<file path="config.mk">
export PLATFORM = sky130hd
export DESIGN_NAME = edge_detect_multi
export DESIGN_NICKNAME = d
export VERILOG_FILES = /design/src/rtl/edge_detect_multi.sv
export SDC_FILE = /design/constraint.sdc
export NUM_CORES = 1
export LEC_CHECK = 0
export ABC_AREA = 1
export BUFFER_PORTS_ARGS = -buffer_cell sky130_fd_sc_hd__clkbuf_2
export CAP_MARGIN = 20
export CORE_MARGIN = 1
export CORE_UTILIZATION = 56
export CTS_BUF_LIST = sky130_fd_sc_hd__clkbuf_4
export DETAILED_ROUTE_END_ITERATION = 12
export GPL_ROUTABILITY_DRIVEN = 0
export PLACE_DENSITY = 0.82
export RECOVER_POWER = 50
export SKIP_CTS_REPAIR_TIMING = 1
export SYNTH_ARGS = -nofsm -noshare
export SYNTH_HDL_FRONTEND = slang
export SYNTH_SLANG_ARGS = --single-unit
export TNS_END_PERCENT = 10
</file>
<file path="constraint.sdc">
create_clock -name clk -period 5.13 [get_ports clk]
set_input_delay 0.2565 -clock clk [delete_from_list [all_inputs] [get_ports clk]]
set_output_delay 0.2565 -clock clk [all_outputs]
set_load 0.02 [all_outputs]
</file>
<file path="src/rtl/edge_detect_multi.sv">
// Multi-channel trigger conditioner: synchronise, debounce, then qualify rising/falling
// edges per channel into registered pulses, sticky flags and a saturating event count.
module edge_detect_multi #(
    parameter int N_CH        = 8,
    parameter int SYNC_STAGES = 2,
    parameter int DEB_CYCLES  = 4,
    parameter int CNT_W       = 16
) (
    input  logic                clk,
    input  logic                rst_n,
    input  logic                en,
    input  logic [N_CH-1:0]     trig,
    input  logic [2*N_CH-1:0]   mode,
    input  logic [N_CH-1:0]     clr,
    input  logic                cnt_clr,
    output logic [N_CH-1:0]     pulse,
    output logic [N_CH-1:0]     level,
    output logic [N_CH-1:0]     sticky,
    output logic                any_pulse,
    output logic [CNT_W-1:0]    evt_cnt
);

    localparam int DEB_W = (DEB_CYCLES > 1) ? $clog2(DEB_CYCLES) : 1;
    localparam int POP_W = $clog2(N_CH + 1);
    localparam int SUM_W = ((CNT_W > POP_W) ? CNT_W : POP_W) + 1;
    localparam logic [DEB_W-1:0] DEB_LAST = DEB_W'(DEB_CYCLES - 1);
    localparam logic [SUM_W-1:0] CNT_MAX  = SUM_W'({CNT_W{1'b1}});

    function automatic logic [POP_W-1:0] popcount(input logic [N_CH-1:0] v);
        logic [POP_W-1:0] c;
        c = '0;
        for (int i = 0; i < N_CH; i++) begin
            c = c + POP_W'(v[i]);
        end
        return c;
    endfunction

    function automatic logic [CNT_W-1:0] sat_add(input logic [CNT_W-1:0] a,
                                                 input logic [POP_W-1:0] b);
        logic [SUM_W-1:0] sum;
        sum = SUM_W'(a) + SUM_W'(b);
        if (sum > CNT_MAX) begin
            return {CNT_W{1'b1}};
        end
        return sum[CNT_W-1:0];
    endfunction

    logic [N_CH-1:0]  sync_q [SYNC_STAGES];
    logic [N_CH-1:0]  s;
    logic [DEB_W-1:0] deb_cnt_q [N_CH];
    logic [DEB_W-1:0] deb_cnt_d [N_CH];
    logic [N_CH-1:0]  filt_q;
    logic [N_CH-1:0]  filt_d;
    logic [N_CH-1:0]  level_q;
    logic [N_CH-1:0]  pulse_q;
    logic [N_CH-1:0]  sticky_q;
    logic [N_CH-1:0]  sticky_d;
    logic             any_q;
    logic [CNT_W-1:0] cnt_q;
    logic [CNT_W-1:0] cnt_d;
    logic [N_CH-1:0]  rise;
    logic [N_CH-1:0]  fall;
    logic [N_CH-1:0]  hit;
    logic [POP_W-1:0] hit_cnt;

    always_ff @(posedge clk or negedge rst_n) begin
        if (!rst_n) begin
            for (int k = 0; k < SYNC_STAGES; k++) begin
                sync_q[k] <= '0;
            end
        end else begin
            sync_q[0] <= trig;
            for (int k = 1; k < SYNC_STAGES; k++) begin
                sync_q[k] <= sync_q[k-1];
            end
        end
    end

    assign s = sync_q[SYNC_STAGES-1];

    // Counter restarts whenever s agrees with the filtered level, so only an
    // uninterrupted run of DEB_CYCLES differing samples flips the level.
    always_comb begin
        filt_d = filt_q;
        for (int i = 0; i < N_CH; i++) begin
            deb_cnt_d[i] = '0;
            if (s[i] != filt_q[i]) begin
                if (deb_cnt_q[i] == DEB_LAST) begin
                    filt_d[i] = s[i];
                end else begin
                    deb_cnt_d[i] = deb_cnt_q[i] + DEB_W'(1);
                end
            end
        end
    end

    always_ff @(posedge clk or negedge rst_n) begin
        if (!rst_n) begin
            filt_q <= '0;
            for (int i = 0; i < N_CH; i++) begin
                deb_cnt_q[i] <= '0;
            end
        end else begin
            filt_q <= filt_d;
            for (int i = 0; i < N_CH; i++) begin
                deb_cnt_q[i] <= deb_cnt_d[i];
            end
        end
    end

    // level_q lags filt_q by one register, so the visible level and the
    // pulse derived from the filt_q/level_q difference switch on the same edge.
    assign rise = filt_q & ~level_q;
    assign fall = ~filt_q & level_q;

    always_comb begin
        hit = '0;
        for (int i = 0; i < N_CH; i++) begin
            hit[i] = en & ((mode[2*i] & rise[i]) | (mode[2*i+1] & fall[i]));
        end
    end

    assign hit_cnt  = popcount(hit);
    assign sticky_d = (sticky_q & ~clr) | hit;
    assign cnt_d    = sat_add(cnt_clr ? '0 : cnt_q, hit_cnt);

    always_ff @(posedge clk or negedge rst_n) begin
        if (!rst_n) begin
            level_q  <= '0;
            pulse_q  <= '0;
            sticky_q <= '0;
            any_q    <= 1'b0;
            cnt_q    <= '0;
        end else begin
            level_q  <= filt_q;
            pulse_q  <= hit;
            sticky_q <= sticky_d;
            any_q    <= |hit;
            cnt_q    <= cnt_d;
        end
    end

    assign pulse     = pulse_q;
    assign level     = level_q;
    assign sticky    = sticky_q;
    assign any_pulse = any_q;
    assign evt_cnt   = cnt_q;

endmodule

</file>
==> results.py, run 1 <==
metrics = {
    "setup_path": {
        "cp-endpoint": "evt_cnt[6]",
        "cp-start-kind": "flip-flop",
        "worstPathMaxFanout": 10,
        "ff2ff_path_depth": 14,
        "reg2reg_slack_ps": 970,
        "reg2reg_to": "evt_cnt[6]",
        "end_kind": "flip-flop",
        "worstPathArrival_ps": 4490,
        "required_ps": 5460,
        "startpoint": "filt_q[3]",
        "crit_type": "reg -> reg",
        "r2r_start": "filt_q[3]",
    },
    "routing": {
        "first_iter_violations": 160,
        "vias_per_cell": 5.10,
        "drc": 0,
        "antenna_left": 0,
        "wl_per_cell_um": 13.9,
        "dr.pass1.iters": 5,
        "routed_wl_um": 7370,
        "vias": 2709,
    },
    "synth": {
        "synth-compound-area-share_pct": 4.31,
        "synth_adder_area_share_pct": 8.26,
        "ys_warn_count": 0,
        "syn_area_mm2": 0.00349,
        "ys_ff_latch": 81,
        "yosysTopAreaCell": "dfrtp_1",
        "yosys.area_share.simple_pct": 19.3,
        "synthXorXnorAreaFrac_pct": 2.76,
        "synthCells": 355,
        "seq_area_frac_synth_pct": 58.1,
        "synth_top_area_share_pct": 58.1,
        "synth_cell_types": 23,
        "syn_nets": 411,
        "synth_top_family_by_area": "simple AND/OR/NAND/NOR gates",
        "muxShareOfSynthArea_pct": 0,
        "synth.avg_cell_area_um2": 9.82,
        "synthTopCellsByArea": "dfrtp_1, inv_1, nand2_1",
    },
    "timing": {
        "hold_violations": 0,
        "fin_crit_sh_pct": 81.0,
        "tightest_slew_ps": 429,
        "finalMaxSlewViolations": 0,
        "grt_setup_unrepaired": "no",
        "relSlewSlack_pct": 71.4,
        "fin_ws_ps": 975,
        "fmax_mhz": 241,
        "setup_violations": 0,
        "layout_min_cycle_time_ps": 4160,
        "fin_worst_skew_ps": 21.8,
        "finalSetupTns_ps": 0,
    },
    "floorplan": {
        "ios": 77,
        "die_area_mm2": 0.00654,
        "coreArea_mm2": 0.00596,
        "rows": 28,
        "initial_core_util_pct": 58.5,
        "fp.dieW_um": 80.9,
        "die_h_um": 80.9,
    },
    "clock_tree": {
        "cts_tree": "yes",
        "numCtsBuffers": 9,
        "cts_buffer_depth": 2,
        "cts_root_buf": "clkbuf_4",
        "clock_sinks": 81,
        "clk_pin_slew_ps": 130,
        "clk_latency_ps": 410,
        "htreeDepth": 3,
    },
    "grt": {
        "grt_max_degree": 82,
        "grt_pass1_vias": 2693,
        "antenna_found_initial": 0,
        "grt_use_total_pct": 24.2,
        "grt_pass1_wl_um": 11800,
        "grt.overflow.total": 0,
    },
    "layout": {
        "multi_input_area_mm2": 0.00121,
        "post-route-util_pct": 70.6,
        "nets": 507,
        "regArea_mm2": 0.00203,
        "fillCellCount": 451,
        "diodes": 0,
        "layout-drive-gt1-share_pct": 21.7,
        "final_cells": 531,
        "area_growth_pct": 20.6,
    },
    "pwr": {
        "power_uw": 1870,
        "ir_drop_mv": 0.235,
        "power_leakage_uw": 0.00224,
        "p_per_area_mw_per_mm2": 446,
    },
    "outcome": {
        "status": "finished clean",
    },
    "run": {
        "max-cap-violations": 0,
    },
    "min_path": {
        "hp-class": "in -> reg",
    },
    "placement": {
        "dp.cells": 504,
        "dp_hpwl_um": 5330,
        "dp_slack_ps": 1030,
        "io_buffers": 76,
    },
}
cell families (layout without fill, tap and decap cells):
family / after synthesis / count (layout)
simple gates: 150 / 150
flops: 81 / 81
buf+inv: 64 / 165
compound gates: 29 / 29
fa+ha+maj: 20 / 20
xor+xnor: 11 / 11
synthesized netlist by cell type (all sizes together):
| library cell | number |
|---|---|
| nand3b | 2 |
| inv | 62 |
| dfrtp | 81 |
| fa | 5 |
| nand3 | 35 |
| nand2 | 62 |
| ha | 15 |
| o21bai | 2 |
| nor3 | 11 |
| buf | 2 |
| xnor2 | 9 |
| a21oi | 9 |
| xor2 | 2 |
| nor2 | 40 |
| o21ai | 18 |
layout by cell type (no fill, tap or decap), drive strengths merged, types with 4 or more instances in the layout:
master	synthesis	routed
dlygate4sd3	0	10
a21oi	9	9
dfrtp	81	81
nand3	35	35
nand2	62	62
clkbuf	0	85
xnor2	9	9
fa	5	5
clkinv	0	4
nor3	11	11
nor2	40	40
inv	62	63
ha	15	15
o21ai	18	18
sequential cells by signal, summed over array words and instances, names as in the netlist:
register   count
deb_cnt_q     16
evt_cnt       16
filt_q         8
level          8
pulse          8
s              8
sticky         8
sync_q         8
any_pulse      1
power breakdown:
part           switching, uW  total [uW]  internal (uW)
Combinational            376         602            226
Clock                    219         367            148
Sequential               102         906            803
routing by layer:
metal	routed length [um]	global-route usage, %	vias up
met1	3020	29.5	1320
met3	322	4.04	13
met5	0	0	-
met4	141	10.4	0
li1	-	-	1300
met2	3880	42.4	76
worst max-delay path, stage by stage, from the launching register on:
cell	delay (ps)
dfrtp_1	430
inv_1	120
nand3_1	90
a21oi_1	390
fa_1	490
inv_1	90
fa_1	430
fa_1	460
fa_1	420
fa_1	420
inv_1	120
a21oi_1	120
nor2_4	220
nand3_4	180
nand3_1	120
cell type report:
cell class	instances	area share, %
sequential	81	48.2
multi-input combinational	210	28.7
timing repair buffer	87	12.1
clock inverter	7	1.64
tap	75	2.23
clock buffer	9	1.61
inverter	62	5.54
through the flow:
step                      instance area, um2  hold slack (ps)
after global routing                    4200             16.5
final                                   4200             1.11
after global placement                  3940              333
after CTS                               4080            -74.1
after floorplan                         3490            -39.1
after detailed placement                3940              336
how the worst min path moves through the flow:
| stage | end | cells after the start | from |
|---|---|---|---|
| final | sticky[2] | 2 | clr[2] |
| after global routing | sticky[1] | 2 | clr[1] |
| after CTS | sync_q[14] | 1 | trig[6] |
| after detailed placement | s[1] | 0 | sync_q[9] |
| after global placement | s[7] | 0 | sync_q[15] |
| after floorplan | any_pulse | 0 | rst_n |
Power figures use the tool's default switching activity.
==> run 2, diff against run 1 <==
clock period = 4 ns   (was 5.13 ns; I/O delays follow)
==> run 2 against run 1 <==
Compared with the run above: the flow now finishes with violations (capacitance limit, slew limit); clock skew down 9.8 ps; die area unchanged; combinational power up 33%; clock-buffer cell count up 1; final cell count up 2.1%; setup slack worse by 820 ps; first-iteration DRC count down 10%; sequential share of layout area down 1.3 points; maximum frequency up 7.9%; sequential power up 28%; sequential cell count unchanged; non-clock buffer count up 11; critical endpoint is now evt_cnt[10]; largest cell class unchanged; highest routed layer unchanged.
==> results.py, run 2 (synthesis results as in run 1) <==
metrics = {
    "clock_tree": {
        "clock_sinks": 81,
        "cts_root_buf": "clkbuf_4",
        "htreeDepth": 3,
        "numCtsBuffers": 9,
        "clk_latency_ps": 420,
        "clk_pin_slew_ps": 130,
        "cts_buffer_depth": 2,
        "cts_tree": "yes",
    },
    "placement": {
        "dp.cells": 507,
        "placed_area_mm2": 0.00397,
        "dp_slack_ps": 26.6,
        "io_buffers": 76,
        "dp_hpwl_um": 5260,
    },
    "routing": {
        "first_iter_violations": 144,
        "drc": 0,
        "dr.pass1.iters": 4,
        "vias": 2758,
        "antenna_left": 0,
        "wl_per_cell_um": 14.0,
        "routed_wl_um": 7600,
        "vias_per_cell": 5.09,
    },
    "setup_path": {
        "cp-start-kind": "flip-flop",
        "max_stage_delay_ps": 460,
        "crit_type": "reg -> reg",
        "worstPathMaxFanout": 6,
        "cpMaxStageDelayCell": "fa_1",
        "critPathBufInv": 4,
        "path_cells": "inv_1, nor2_2, nand2_1, a21oi_2, fa_1, inv_1, fa_1, fa_1, fa_2, fa_2, inv_2, a21oi_2, nor2_4, buf_4, nand3b_1, nand3_1",
        "required_ps": 4360,
        "crit_family": "adder cells",
        "critPathMostFrequentCell": "fa_1",
        "worstPathArrival_ps": 4210,
        "end_kind": "flip-flop",
    },
    "timing": {
        "fmax_mhz": 260,
        "tightest_slew_ps": 1650,
        "finalMaxSlewViolations": 32,
        "fin_crit_sh_pct": 96.2,
        "hold_violations": 0,
        "fin_worst_skew_ps": 11.9,
        "fin_hold_ws_ps": 34.7,
        "fin_ws_ps": 151,
        "relSlewSlack_pct": -9.81,
        "layout_min_cycle_time_ps": 3850,
        "setup_violations": 0,
    },
    "floorplan": {
        "rows": 28,
        "ios": 77,
        "fp.dieW_um": 80.9,
        "die_h_um": 80.9,
        "die_area_mm2": 0.00654,
        "coreArea_mm2": 0.00596,
        "initial_core_util_pct": 58.5,
    },
    "grt": {
        "grt_use_total_pct": 23.4,
        "busiest_layer": "met2",
        "grt.overflow.total": 0,
        "grt_pass1_wl_um": 11400,
        "grt_max_degree": 82,
        "use_met3_pct": 3.82,
        "gr-usage-met2_pct": 40.0,
        "antenna_found_initial": 0,
        "grt_pass1_vias": 2664,
        "grt_util_met1_pct": 28.1,
    },
    "layout": {
        "final_cells": 542,
        "area_growth_pct": 23.8,
        "layout_commonest_cell": "dfrtp_1",
        "stdcell_area_mm2": 0.00432,
        "nets": 518,
        "final_cell_mix": "dfrtp_1, clkbuf_2, nand2_1",
        "layout-drive-gt1-share_pct": 24.0,
        "diodes": 0,
    },
    "min_path": {
        "hp-class": "in -> reg",
    },
    "pwr": {
        "power_uw": 2440,
        "ir_drop_mv": 0.359,
        "p_per_area_mw_per_mm2": 566,
        "power_leakage_uw": 0.00227,
    },
    "run": {
        "max-cap-violations": 1,
    },
    "outcome": {
        "status": "finished with violations",
        "violations": "capacitance limit, slew limit",
    },
}
## run 2: cell count changes in the layout (fill, tap and decap cells not counted), sizes merged
cell | before | now
buf | 1 | 4
clkbuf | 85 | 87
clkinv | 4 | 1
clkinvlp | 1 | 3
dlygate4sd3 | 10 | 17
## run 2: area by class of cell
class                           instances  area, um2
Fill cell                             421       1640
Sequential cell                        81       2030
Multi-Input combinational cell        210       1240
Inverter                               62        233
Clock buffer                           10       75.1
Tap cell                               75       93.8
Timing Repair Buffer                   98        584
Clock inverter                          6       66.3
## run 2: tightest hold or removal path, cell delays in order
cell	delay [ps]
clkbuf_2	80
nand2_1	50
a21oi_1	80
## run 2: path summary, 6_finish.rpt
kind,from,to,slack (ps),depth (start not counted)
worst min register to register,sync_q[11],s[3],360,0
worst min-delay path,mode[12],pulse[6],30,3
worst max register to register,filt_q[1],evt_cnt[10],150,16
worst max-delay path,filt_q[1],evt_cnt[10],150,16
max in group asynchronous,rst_n,evt_cnt[12],1310,3
min in group asynchronous,rst_n,deb_cnt_q[3],720,2
## run 2: metal layers
layer	wire [um]	share of wire, %
met1	3100	41
met2	3990	52
met3	300	3.9
met4	210	2.8
met5	0	0
## run 2: report_power, final
| part | switching [uW] | internal [uW] | total (uW) | leakage, uW |
|---|---|---|---|---|
| combinational | 496 | 305 | 801 | 0.00117 |
| clock | 283 | 198 | 481 | 0.0000690 |
| sequential | 133 | 1030 | 1160 | 0.00104 |
## run 2: per-stage QoR
step,util [%],setup TNS [ps]
5_1_grt,72.5,-252
6_report,72.5,0
3_3_place_gp,66.6,0
2_1_floorplan,-,0
4_1_cts,69.0,0
3_5_place_dp,66.6,0
